`config.mk`:
```
export PLATFORM = sky130hd
export DESIGN_NAME = multicycle_ctrl
export DESIGN_NICKNAME = d
export VERILOG_FILES = /design/src/rtl/cpu_pkg.sv /design/src/rtl/instr_decode.sv /design/src/rtl/multicycle_ctrl.sv
export SDC_FILE = /design/constraint.sdc
export NUM_CORES = 1
export LEC_CHECK = 0
export ABC_AREA = 1
export CAP_MARGIN = 20
export CORE_ASPECT_RATIO = 0.8
export CORE_MARGIN = 2
export CORE_UTILIZATION = 25
export CTS_BUF_LIST = sky130_fd_sc_hd__clkbuf_16
export CTS_CLUSTER_SIZE = 28
export DETAILED_ROUTE_END_ITERATION = 16
export DONT_BUFFER_PORTS = 1
export HOLD_SLACK_MARGIN = 0.03
export PLACE_DENSITY_LB_ADDON = 0.05
export SYNTH_ARGS = -nofsm -noshare
export SYNTH_HDL_FRONTEND = slang
export SYNTH_SLANG_ARGS = --single-unit
```
`constraint.sdc`:
```
create_clock -name CLK -period 1.9 [get_ports CLK]
set_input_delay 0 -clock CLK [delete_from_list [all_inputs] [get_ports CLK]]
set_output_delay 0 -clock CLK [all_outputs]
set_load 0.05 [all_outputs]
```
`src/rtl/cpu_pkg.sv`:
```
// Shared constants and types for the multicycle controller.
// Opcodes, ALU operations, FSM states and decoded instruction classes.
package cpu_pkg;

   localparam int DEF_PC_W = 12;
   localparam int DEF_IW   = 16;

   localparam logic [3:0] OP_NOP   = 4'h0;
   localparam logic [3:0] OP_ALU   = 4'h1;
   localparam logic [3:0] OP_LOAD  = 4'h2;
   localparam logic [3:0] OP_STORE = 4'h3;
   localparam logic [3:0] OP_JMP   = 4'h4;
   localparam logic [3:0] OP_JN    = 4'h5;
   localparam logic [3:0] OP_JZ    = 4'h6;
   localparam logic [3:0] OP_HALT  = 4'hF;

   localparam logic [2:0] ALU_PASS_A = 3'd0;
   localparam logic [2:0] ALU_ADD    = 3'd1;
   localparam logic [2:0] ALU_INV    = 3'd2;
   localparam logic [2:0] ALU_AND    = 3'd3;
   localparam logic [2:0] ALU_SHL    = 3'd4;
   localparam logic [2:0] ALU_ASHR   = 3'd5;
   localparam logic [2:0] ALU_PASS_B = 3'd7;

   typedef enum logic [2:0] {
      S_INIT, S_FETCH, S_DECODE, S_EXEC, S_MEMRD, S_WB, S_HALT
   } state_t;

   typedef enum logic [2:0] {
      C_NOP, C_ALU, C_LOAD, C_STORE, C_JMP, C_JN, C_JZ, C_HALT
   } op_class_t;

endpackage

```
`src/rtl/instr_decode.sv`:
```
// Combinational instruction decoder: opcode class plus field extraction.
// Unknown opcodes fall into the NOP class.
module instr_decode
   import cpu_pkg::*;
#(
   parameter int IW   = DEF_IW,
   parameter int PC_W = DEF_PC_W
) (
   input  logic [IW-1:0]   ir,
   output op_class_t       cls,
   output logic [2:0]      alu_op,
   output logic [1:0]      ra,
   output logic [1:0]      rb,
   output logic [1:0]      r,
   output logic [PC_W-1:0] addr,
   output logic [PC_W-1:0] target
);

   assign alu_op = ir[11:9];
   assign ra     = ir[8:7];
   assign rb     = ir[6:5];
   assign r      = ir[11:10];
   assign addr   = PC_W'(ir[9:0]);
   assign target = PC_W'(ir[11:0]);

   always_comb begin
      cls = C_NOP;
      case (ir[15:12])
         OP_ALU:   cls = C_ALU;
         OP_LOAD:  cls = C_LOAD;
         OP_STORE: cls = C_STORE;
         OP_JMP:   cls = C_JMP;
         OP_JN:    cls = C_JN;
         OP_JZ:    cls = C_JZ;
         OP_HALT:  cls = C_HALT;
         default:  cls = C_NOP;
      endcase
   end

endmodule

```
`src/rtl/multicycle_ctrl.sv`:
```
// Multicycle CPU control unit: FETCH/DECODE/EXEC with MEMRD/WB for loads.
// All control outputs are decoded from the current state and the IR.
module multicycle_ctrl
   import cpu_pkg::*;
#(
   parameter int PC_W = DEF_PC_W,
   parameter int IW   = DEF_IW,
   parameter logic [PC_W-1:0] RST_PC = '0
) (
   input  logic            CLK,
   input  logic            RST_N,
   input  logic [IW-1:0]   MEM_Data,
   input  logic            N,
   input  logic            Z,
   output logic            MEM_Read,
   output logic            MEM_Write,
   output logic [PC_W-1:0] MEM_Addr,
   output logic            REGS_Read1,
   output logic            REGS_Read2,
   output logic            REGS_Write,
   output logic [1:0]      Addr1,
   output logic [1:0]      Addr2,
   output logic [2:0]      ALU_OP,
   output logic            WB_Sel,
   output logic [PC_W-1:0] PC,
   output logic            HALTED
);

   state_t          state;
   state_t          nxt;
   logic [IW-1:0]   ir;
   logic [PC_W-1:0] pc;
   logic            fn;
   logic            fz;

   op_class_t       cls;
   logic [2:0]      alu_op;
   logic [1:0]      ra;
   logic [1:0]      rb;
   logic [1:0]      r;
   logic [PC_W-1:0] addr;
   logic [PC_W-1:0] target;

   instr_decode #(.IW(IW), .PC_W(PC_W)) u_dec (
      .ir     (ir),
      .cls    (cls),
      .alu_op (alu_op),
      .ra     (ra),
      .rb     (rb),
      .r      (r),
      .addr   (addr),
      .target (target)
   );

   assign PC = pc;

   always_ff @(posedge CLK or negedge RST_N) begin
      if (!RST_N) begin
         state <= S_INIT;
         pc    <= RST_PC;
         ir    <= '0;
         fn    <= 1'b0;
         fz    <= 1'b0;
      end else begin
         state <= nxt;
         case (state)
            S_FETCH: begin
               ir <= MEM_Data;
               pc <= pc + PC_W'(1);
            end
            S_EXEC: begin
               case (cls)
                  C_ALU: begin
                     fn <= N;
                     fz <= Z;
                  end
                  C_JMP:   pc <= target;
                  C_JN:    if (fn) pc <= target;
                  C_JZ:    if (fz) pc <= target;
                  default: ;
               endcase
            end
            default: ;
         endcase
      end
   end

   always_comb begin
      nxt        = state;
      MEM_Read   = 1'b0;
      MEM_Write  = 1'b0;
      MEM_Addr   = '0;
      REGS_Read1 = 1'b0;
      REGS_Read2 = 1'b0;
      REGS_Write = 1'b0;
      Addr1      = 2'd0;
      Addr2      = 2'd0;
      ALU_OP     = 3'd0;
      WB_Sel     = 1'b0;
      HALTED     = 1'b0;
      case (state)
         S_INIT: nxt = S_FETCH;
         S_FETCH: begin
            MEM_Read = 1'b1;
            MEM_Addr = pc;
            nxt      = S_DECODE;
         end
         S_DECODE: begin
            if (cls == C_LOAD)      nxt = S_MEMRD;
            else if (cls == C_HALT) nxt = S_HALT;
            else                    nxt = S_EXEC;
         end
         S_EXEC: begin
            nxt = S_FETCH;
            if (cls == C_ALU) begin
               REGS_Read1 = 1'b1;
               REGS_Read2 = 1'b1;
               REGS_Write = 1'b1;
               Addr1      = ra;
               Addr2      = rb;
               ALU_OP     = alu_op;
            end else if (cls == C_STORE) begin
               REGS_Read2 = 1'b1;
               Addr2      = r;
               MEM_Write  = 1'b1;
               MEM_Addr   = addr;
            end
         end
         S_MEMRD: begin
            MEM_Read = 1'b1;
            MEM_Addr = addr;
            nxt      = S_WB;
         end
         S_WB: begin
            MEM_Read   = 1'b1;
            MEM_Addr   = addr;
            REGS_Write = 1'b1;
            Addr2      = r;
            WB_Sel     = 1'b1;
            nxt        = S_FETCH;
         end
         S_HALT: HALTED = 1'b1;
         default: nxt = S_INIT;
      endcase
   end

endmodule

```
Word level (Yosys, flattened, before mapping):

Index checks and enable logic that the tools add are counted.

* register bits after elaboration: 33
* input bits: 20
* output and inout bits: 38
* logic and storage cells: 65

* $add $sub $neg: 1
* equal/unequal tests: 23
* mux-type cells: 29
* reduce and logical (&&, ||, !) cells: 7

Operators by type and width (number)
* one-hot mux 12 bit (3 select lines): 2
* two-way mux 12 bit: 2
* one-hot mux 12 bit (2 select lines): 1
* == test 3 bit (second input constant): 7
* one-hot mux 3 bit (7 select lines): 1
* two-way mux 10 bit: 2
* one-hot mux 3 bit (5 select lines): 1
* adder 12 x 1 -> 12 bit (second input constant): 1
* == test 3 x 2 -> 1 bit (second input constant): 4
* == test 4 x 3 -> 1 bit (second input constant): 3
* two-way mux 3 bit: 4
* two-way mux 1 bit: 10
* == test 4 x 2 -> 1 bit (second input constant): 2
* two-way mux 2 bit: 4
* == test 3 x 1 -> 1 bit (second input constant): 2
* inequality test 3 bit (second input constant): 2
* OR reduction 3 bit: 2
* == test 4 x 1 -> 1 bit (second input constant): 1
* == test 4 bit (second input constant): 1
* inequality test 4 x 1 -> 1 bit (second input constant): 1
* one-hot mux 2 bit (2 select lines): 1
* AND reduction 4 bit: 1
* zero test 3 bit: 1
* one-hot mux 1 bit (2 select lines): 1
* 3 further kinds: 3

Logic depth before layout (Yosys ltp):

Gate-level depths: netlist (run 1).

* depth after elaboration: 6
* mapped depth: 10
* depth with buffers taken out: 10

Cells and area by module:

A second synthesis (run 1) with hierarchy kept.

* cell total of the unflattened synthesis: 347
* area, all modules: 2357.3 um^2

Modules (own cells, without submodules)
* multicycle_ctrl: instances 1, cells an instance 299, area each 2048.2 um^2, seq. area each 825.8 um^2
* instr_decode: instances 1, cells an instance 48, area each 309.0 um^2, seq. area each 0.0 um^2

Worst setup path before layout (run 1):

OpenSTA, ideal clock, no wires.

* path kind: register to output
* start: register ir[14]
* end: output port MEM_Addr[0]
* arrival time: 2.210 ns
* required time: 1.900 ns
* path slack: -0.310 ns
* stages on the path, launching flop included: 5
* path buffers: 0
* cells stage by stage: dfrtp_1 > or2_2 > nor3_4 > nor2_2 > o22ai_1

* word-level cells in the longest chain between the ends: 6
* elaborated cells between the ends (all ways): 13
* those cells by class: 9 x eq/ne; 4 x mux

Ends and longest elaborated chain
* from (decl): line multicycle_ctrl.sv:31 `logic [IW-1:0] ir;`
* from (signal assigned): line multicycle_ctrl.sv:68 `ir <= MEM_Data;`
* == test 4 bit, or another cell as far along: line instr_decode.sv:28 `case (ir[15:12])`
* one-hot mux 3 bit (7 select lines) (*): line instr_decode.sv:28
* == test 3 x 2 -> 1 bit: line multicycle_ctrl.sv:122 `end else if (cls == C_STORE) begin`
* two-way mux 10 bit: line multicycle_ctrl.sv:122
* two-way mux 10 bit (*): line multicycle_ctrl.sv:115 `if (cls == C_ALU) begin`
* one-hot mux 12 bit (3 select lines) (*): line multicycle_ctrl.sv:101 `case (state)`
* to (decl): line multicycle_ctrl.sv:17 `output logic [PC_W-1:0] MEM_Addr,`

Mark *: on every way between the ends. The rest lies on a longest branch, timed or not.

Final worst setup path (run 1):

* start: register ir[14]
* end: output port Addr2[1]

* word-level cells in the longest chain between the ends: 6
* elaborated cells between the ends (all ways): 13
* those cells by class: 9 x eq/ne; 4 x mux

Ends and longest elaborated chain
* == test 4 bit, or another cell as far along: line instr_decode.sv:28
* one-hot mux 3 bit (7 select lines) (*): line instr_decode.sv:28
* == test 3 x 2 -> 1 bit: line multicycle_ctrl.sv:122
* two-way mux 2 bit: line multicycle_ctrl.sv:122
* two-way mux 2 bit (*): line multicycle_ctrl.sv:115
* one-hot mux 2 bit (2 select lines) (*): line multicycle_ctrl.sv:101
* to (decl): line multicycle_ctrl.sv:22 `output logic [1:0] Addr2,`

Marks and branches as above.

==> results of run 1 <==
## cell usage after synthesis (all sizes together) (2+ instances only)
cell type / count / area, sq um
nand2: 69 / 279
nor2: 40 / 163
inv: 39 / 149
dfrtp: 33 / 826
nand3: 22 / 120
o21ai: 19 / 129
a21oi: 17 / 85.1
o22ai: 12 / 75.1
buf: 7 / 68.8
nand4: 3 / 18.8
nor3: 2 / 21.3
or2: 2 / 12.5
## worst max path at each step
stage	end	slack (ns)	from
2_1_floorplan	MEM_Addr[0]	-0.31	ir[14]$_DFFE_PN0P_
3_3_place_gp	PC[10]$_DFFE_PN0P_	0.33	state[0]$_DFFE_PN0N_
3_5_place_dp	MEM_Addr[0]	0.35	ir[14]$_DFFE_PN0P_
4_1_cts	MEM_Addr[0]	0.05	ir[14]$_DFFE_PN0P_
5_1_grt	Addr2[1]	0.007	ir[14]$_DFFE_PN0P_
6_report	Addr2[1]	0.10	ir[14]$_DFFE_PN0P_
## timing repair
item                                   CTS  global route
buffers inserted                         0             0
endpoints found under the hold margin   51             0
resized for setup                        0             2
hold buffers                            20             0
setup endpoints to repair                0             9
## sequential cells by signal, summed over array words and instances, names as in the netlist
name and cells:
fz 1, PC 12, state 3, ir 16
fn 1
## report_power, final
group | internal, W | total, W | switching [W] | leakage (nW)
combinational | 0.00112 | 0.00380 | 0.00268 | 0.918
sequential | 0.00106 | 0.00133 | 0.000274 | 0.385
clock | 0.000474 | 0.000788 | 0.000314 | 0.0687
total | 0.00265 | 0.00592 | 0.00327 | 1.37
## cell type report
cell class / count / area [sq um]
well taps: 108 / 135
repair buffers: 62 / 526
clock buffers: 5 / 125
inverters: 39 / 149
clock inverters: 3 / 12.5
fillers: 880 / 5110
multi-input cells: 190 / 956
flip-flops and latches: 33 / 826
## layout by cell type, fill, tap and decap left out, types with 3 or more instances in the layout
cell type / synthesis / layout
sky130_fd_sc_hd__o22ai_1: 12 / 12
sky130_fd_sc_hd__o21ai_1: 2 / 3
sky130_fd_sc_hd__dfrtp_1: 33 / 33
sky130_fd_sc_hd__o21ai_2: 9 / 9
sky130_fd_sc_hd__o21ai_0: 8 / 7
sky130_fd_sc_hd__dlygate4sd3_1: 0 / 19
sky130_fd_sc_hd__nor2_1: 37 / 37
sky130_fd_sc_hd__inv_1: 36 / 36
sky130_fd_sc_hd__nand3_1: 20 / 20
sky130_fd_sc_hd__a21oi_1: 17 / 17
sky130_fd_sc_hd__nand2_1: 63 / 63
sky130_fd_sc_hd__buf_4: 0 / 42
sky130_fd_sc_hd__clkbuf_16: 0 / 5
sky130_fd_sc_hd__nand2_2: 5 / 4
sky130_fd_sc_hd__nand4_1: 3 / 3
## per-stage QoR
step / TNS (ns) / worst slack [ns] / total power [W] / std cells / cell area, sq um
after floorplan: -3.83 / -0.310 / 0.00419 / 270 / 1990
after global placement: 0 / 0.325 / 0.00513 / 412 / 2370
after detailed placement: 0 / 0.346 / 0.00512 / 412 / 2370
after CTS: 0 / 0.0498 / 0.00598 / 440 / 2720
after global routing: 0 / 0.00664 / 0.00638 / 440 / 2730
final: 0 / 0.100 / 0.00592 / 440 / 2730
## routing by layer
| metal | share of wire [%] | GRT usage [%] |
|---|---|---|
| met5 | 0 | 0 |
| met2 | 42 | 21.7 |
| met3 | 5.2 | 3.75 |
| met1 | 52 | 20.6 |
| met4 | 0.72 | 3.32 |
## cells by family after synthesis
group                    Yosys count  synth area share (%)
flip-flops                        33                  41.5
buffers and inverters             47                  11.1
multiplexers                       1                 0.566
AND/OR/NAND/NOR                  140                  31.6
adder cells (fa/ha/maj)            1                 0.629
AO/OA/AOI/OAI                     48                  14.5
## worst max-delay path, delay by kind of cell (launching register included)
kind | cells | cell delay, ns
AO/OA/AOI/OAI | 1 | 0.24
AND/OR/NAND/NOR | 3 | 0.63
flip-flops | 1 | 0.40
buffers and inverters | 1 | 0.24
==> reports/results.txt, run 1 <==
Setup slack on the worst flop-to-flop path = 0.35 ns
Total track usage = 14.4%
Number of buffers added by the clock tree synthesis step = 5
Vertical extent of the die = 83.8 um
Unrepaired setup endpoints after global routing = no
Clock transition at the registers of the reported paths = 0.06 ns
Starting density of the core = 25.4%
Sequential fraction of the synthesis area = 41.5%
Antenna violations before repair = 0
Status = finished clean
Proportion of layout cells with a drive suffix above 1 = 23.2%
Launch point of the worst reg-to-reg path = ir[13]$_DFFE_PN0P_
Die ar. = 8690 sq um
Synthesized area divided by synthesized cell count = 7.36 sq um
Worst Tran Pin Value = 0.376 ns
Number of setup violations in the final report = 0
Post-detailed-placement half-perimeter wirelength = 4270 um
Antenna diode count = 0
Power density relative to cell area = 2170 nW/um^2
Area growth syn-to-layout = 37.3%
Signal arrival time at the worst endpoint = 1.80 ns
Global-route wire length before repair = 9870 um
Sort of element at the end of the critical path = primary output
Nets@finish = 352
Buffer cell driving the clock tree root = sky130_fd_sc_hd__clkbuf_16
First drt pass iteration count = 4
Cell-by-cell trace of the critical path = or2_2 > nor2_1 > nand2_2 > o22ai_1 > buf_4
Count of port buffers added during placement = 0
Synth unique cells = 29
Count of antenna-violating nets left after detailed routing = 0
Worst skew pair latency = 0.28 ns
Worst hold-check slack = 0.188 ns
Class of the most critical hold timing path = input port to async pin
Setup CP Type = flip-flop to primary output
CP max stage delay = 0.40 ns
Maximum resistive drop on vdd = 0.000799 V
Number of clock sinks seen by CTS = 33
Core area = 7840 sq um
Slowest stage cell, crit path = sky130_fd_sc_hd__dfrtp_1
Post-synthesis register bit count = 33
Detailed-route vias per instance = 4.35
H-Tree Level Count = 2
Largest clock skew in the final design = 0.00634 ns
Proportion of synthesized flip-flops having asynchronous set or reset = 100%
Number of flops mapped to enable cells by yosys = 0
Endpoint required time on the critical path = 1.90 ns
GP Congestion = 0.761
Number of global-route vias before repair = 1911
Mapped Nets = 291
Ratio of final minimum period to clock period = 94.7%
Clock tree from TritonCTS = built
# rows = 29
End of the worst register-to-register path = PC[10]$_DFFE_PN0P_
Maximum number of pins on one net before global-route repair = 34
Average wire length per cell after detail routing = 13.6 um
Maximum clock rate = 556 MHz
# DRC = 0
Chip Width = 104 um
Relative max-transition margin = 74.9%
Total number of yosys warnings = 0
Vias = 1916
Max clock buf depth = 2
Wire length reported by the detailed router = 5990 um
Post-route minimum period = 1.80 ns
Total gr overflow = 0
Leak pwr = 1.37 nW
Count of mapped cells out of synthesis = 270
Count of endpoints failing hold in the final timing report = 0
Reg2Reg Depth = 8
I/O pin count = 58
Critical Path Source Type = flip-flop
Drt first-iter violations = 75
Total standard cell area after synthesis = 1990 sq um
Ys flop type = sky130_fd_sc_hd__dfrtp_1
Final standard cell utilization of the core = 34.8%
Max-slew violations = 0
# Max-Cap Violations = 0
CP max FO = 10
(Power assumes the default switching activity.)
==> inputs of run 2 (changes only) <==
clock period = 1.5 ns   (was 1.9 ns; I/O delays follow)
==> reports/results.txt, run 2 (synthesis results as in run 1) <==
Status = finished, violations left
Violations in the final reports = setup timing
Max clock buf depth = 2
GP Congestion = 0.762
Wire length reported by the detailed router = 6280 um
First drt pass iteration count = 4
I/O pin count = 58
Most common cell after layout, fill and taps aside = sky130_fd_sc_hd__nand2_1
Worst hold-check slack = 0.179 ns
Setup CP Type = flip-flop to primary output
Leak pwr = 1.53 nW
Endpoint required time on the critical path = 1.50 ns
CP max FO = 7
Detailed-route vias per instance = 4.37
Post-detailed-placement half-perimeter wirelength = 4700 um
Critical Path Source Type = flip-flop
Buffer cell driving the clock tree root = sky130_fd_sc_hd__clkbuf_16
Drt first-iter violations = 76
Antenna violations before repair = 0
Number of global-route vias before repair = 2010
Number of buffers added by the clock tree synthesis step = 5
Final standard cell utilization of the core = 43.3%
Total track usage = 15.5%
Nets@finish = 367
Combined buffer and inverter count along the critical path = 3
Count of port buffers added during placement = 0
Ratio of final minimum period to clock period = 111%
Slack of the critical path = -0.159 ns
Launch point of the worst reg-to-reg path = ir[13]$_DFFE_PN0P_
# Max-Cap Violations = 0
Top library cells by usage in the layout, fill and taps aside = sky130_fd_sc_hd__nand2_1 (63), sky130_fd_sc_hd__inv_1 (35), sky130_fd_sc_hd__dfrtp_1 (28), sky130_fd_sc_hd__buf_4 (27), sky130_fd_sc_hd__nor2_1 (23)
Largest clock skew in the final design = 0.00412 ns
H-Tree Level Count = 2
Vertical extent of the die = 83.8 um
Sort of element at the end of the critical path = primary output
Maximum number of pins on one net before global-route repair = 34
Vias = 1988
Cell-by-cell trace of the critical path = nand2_2 > nor2_4 > inv_4 > nor3_4 > nor2_4 > buf_12 > o22ai_4 > buf_12
Power density relative to cell area = 2720 nW/um^2
Cell family with most CP delay = simple AND/OR/NAND/NOR gates
Number of clock sinks seen by CTS = 33
Source of the critical timing path = state[0]$_DFFE_PN0N_
Total gr overflow = 0
Chip Width = 104 um
Proportion of layout cells with a drive suffix above 1 = 36.9%
Area growth syn-to-layout = 70.5%
Number of setup violations in the final report = 18
Worst Tran Pin Value = 0.291 ns
Count of endpoints failing hold in the final timing report = 0
# DRC = 0
Setup slack on the worst flop-to-flop path = 0.08 ns
Maximum clock rate = 603 MHz
Die ar. = 8690 sq um
Largest register FFs = 16
Antenna diode count = 0
Fillcell total = 805
Count of antenna-violating nets left after detailed routing = 0
Max-slew violations = 0
Maximum resistive drop on vdd = 0.000992 V
Final setup TNS = -1.85 ns
Worst skew pair latency = 0.28 ns
Global-route wire length before repair = 10600 um
Starting density of the core = 25.4%
Clock tree from TritonCTS = built
Signal arrival time at the worst endpoint = 1.66 ns
Slowest stage cell, crit path = sky130_fd_sc_hd__dfrtp_1
Class of the most critical hold timing path = input port to async pin
Unrepaired setup endpoints after global routing = yes
Average wire length per cell after detail routing = 13.8 um
# rows = 29
Post-route minimum period = 1.66 ns
Clock transition at the registers of the reported paths = 0.06 ns
CP max stage delay = 0.40 ns
Core area = 7840 sq um
Register bank with the most flops = ir
Relative max-transition margin = 80.4%
-- run 2: through the flow --
stage	setup WS, ns	total power (W)	std cells	cell area, sq um
2_1_floorplan	-0.364	0.00590	270	2200
3_3_place_gp	0.0585	0.00794	424	2910
3_5_place_dp	0.0784	0.00793	424	2910
4_1_cts	-0.173	0.00916	454	3310
5_1_grt	-0.252	0.00991	455	3390
6_report	-0.159	0.00923	455	3390
-- run 2: final cells by class --
type	instances	area (sq um)	area share [%]
Multi-Input combinational cell	190	1210	35.7
Timing Repair Buffer	77	921	27.2
Sequential cell	33	832	24.5
Inverter	39	153	4.50
Tap cell	108	135	3.99
Clock buffer	5	125	3.69
Clock inverter	3	13.8	0.406
-- run 2: path summary, 6_finish.rpt --
path | to | depth (start not counted)
setup / recovery | MEM_Addr[5] | 8
hold / removal | ir[3]$_DFFE_PN0P_ | 2
setup reg to reg | PC[3]$_DFFE_PN0P_ | 9
hold reg to reg | fn$_DFFE_PN0P_ | 2
max in group asynchronous | PC[2]$_DFFE_PN0P_ | 2
min in group CLK | fz$_DFFE_PN0P_ | 3
-- run 2: metal layers --
layer	wire length, um	track usage [%]	up-vias
met5	0	0	-
met4	29	3.32	0
met3	334	4.06	2
met2	2690	22.9	46
met1	3230	22.6	921
li1	-	-	1019
-- run 2: power by group --
group / internal, W / switching (W) / leakage [nW] / total (W)
Combinational: 0.00251 / 0.00401 / 1.08 / 0.00652
Clock: 0.000603 / 0.000400 / 0.0748 / 0.00100
Sequential: 0.00135 / 0.000362 / 0.378 / 0.00171
-- run 2: repair_timing --
action / in CTS / in global routing
buffers inserted: 2 / 2
pin swaps: 4 / 3
endpoints found under the setup margin: 23 / 36
hold buffers: 20 / 0
hold endpoints to repair: 51 / 0
resized for setup: 11 / 19
-- run 2: worst reg2reg max path, stage by stage, from the launching register on --
cell	delay, ns
sky130_fd_sc_hd__dfrtp_1	0.44
sky130_fd_sc_hd__inv_2	0.08
sky130_fd_sc_hd__nand2_1	0.12
sky130_fd_sc_hd__nor2_2	0.15
sky130_fd_sc_hd__nor2_4	0.05
sky130_fd_sc_hd__nand2_2	0.08
sky130_fd_sc_hd__nand2_4	0.09
sky130_fd_sc_hd__buf_12	0.15
sky130_fd_sc_hd__nand2_1	0.08
sky130_fd_sc_hd__o21ai_2	0.05
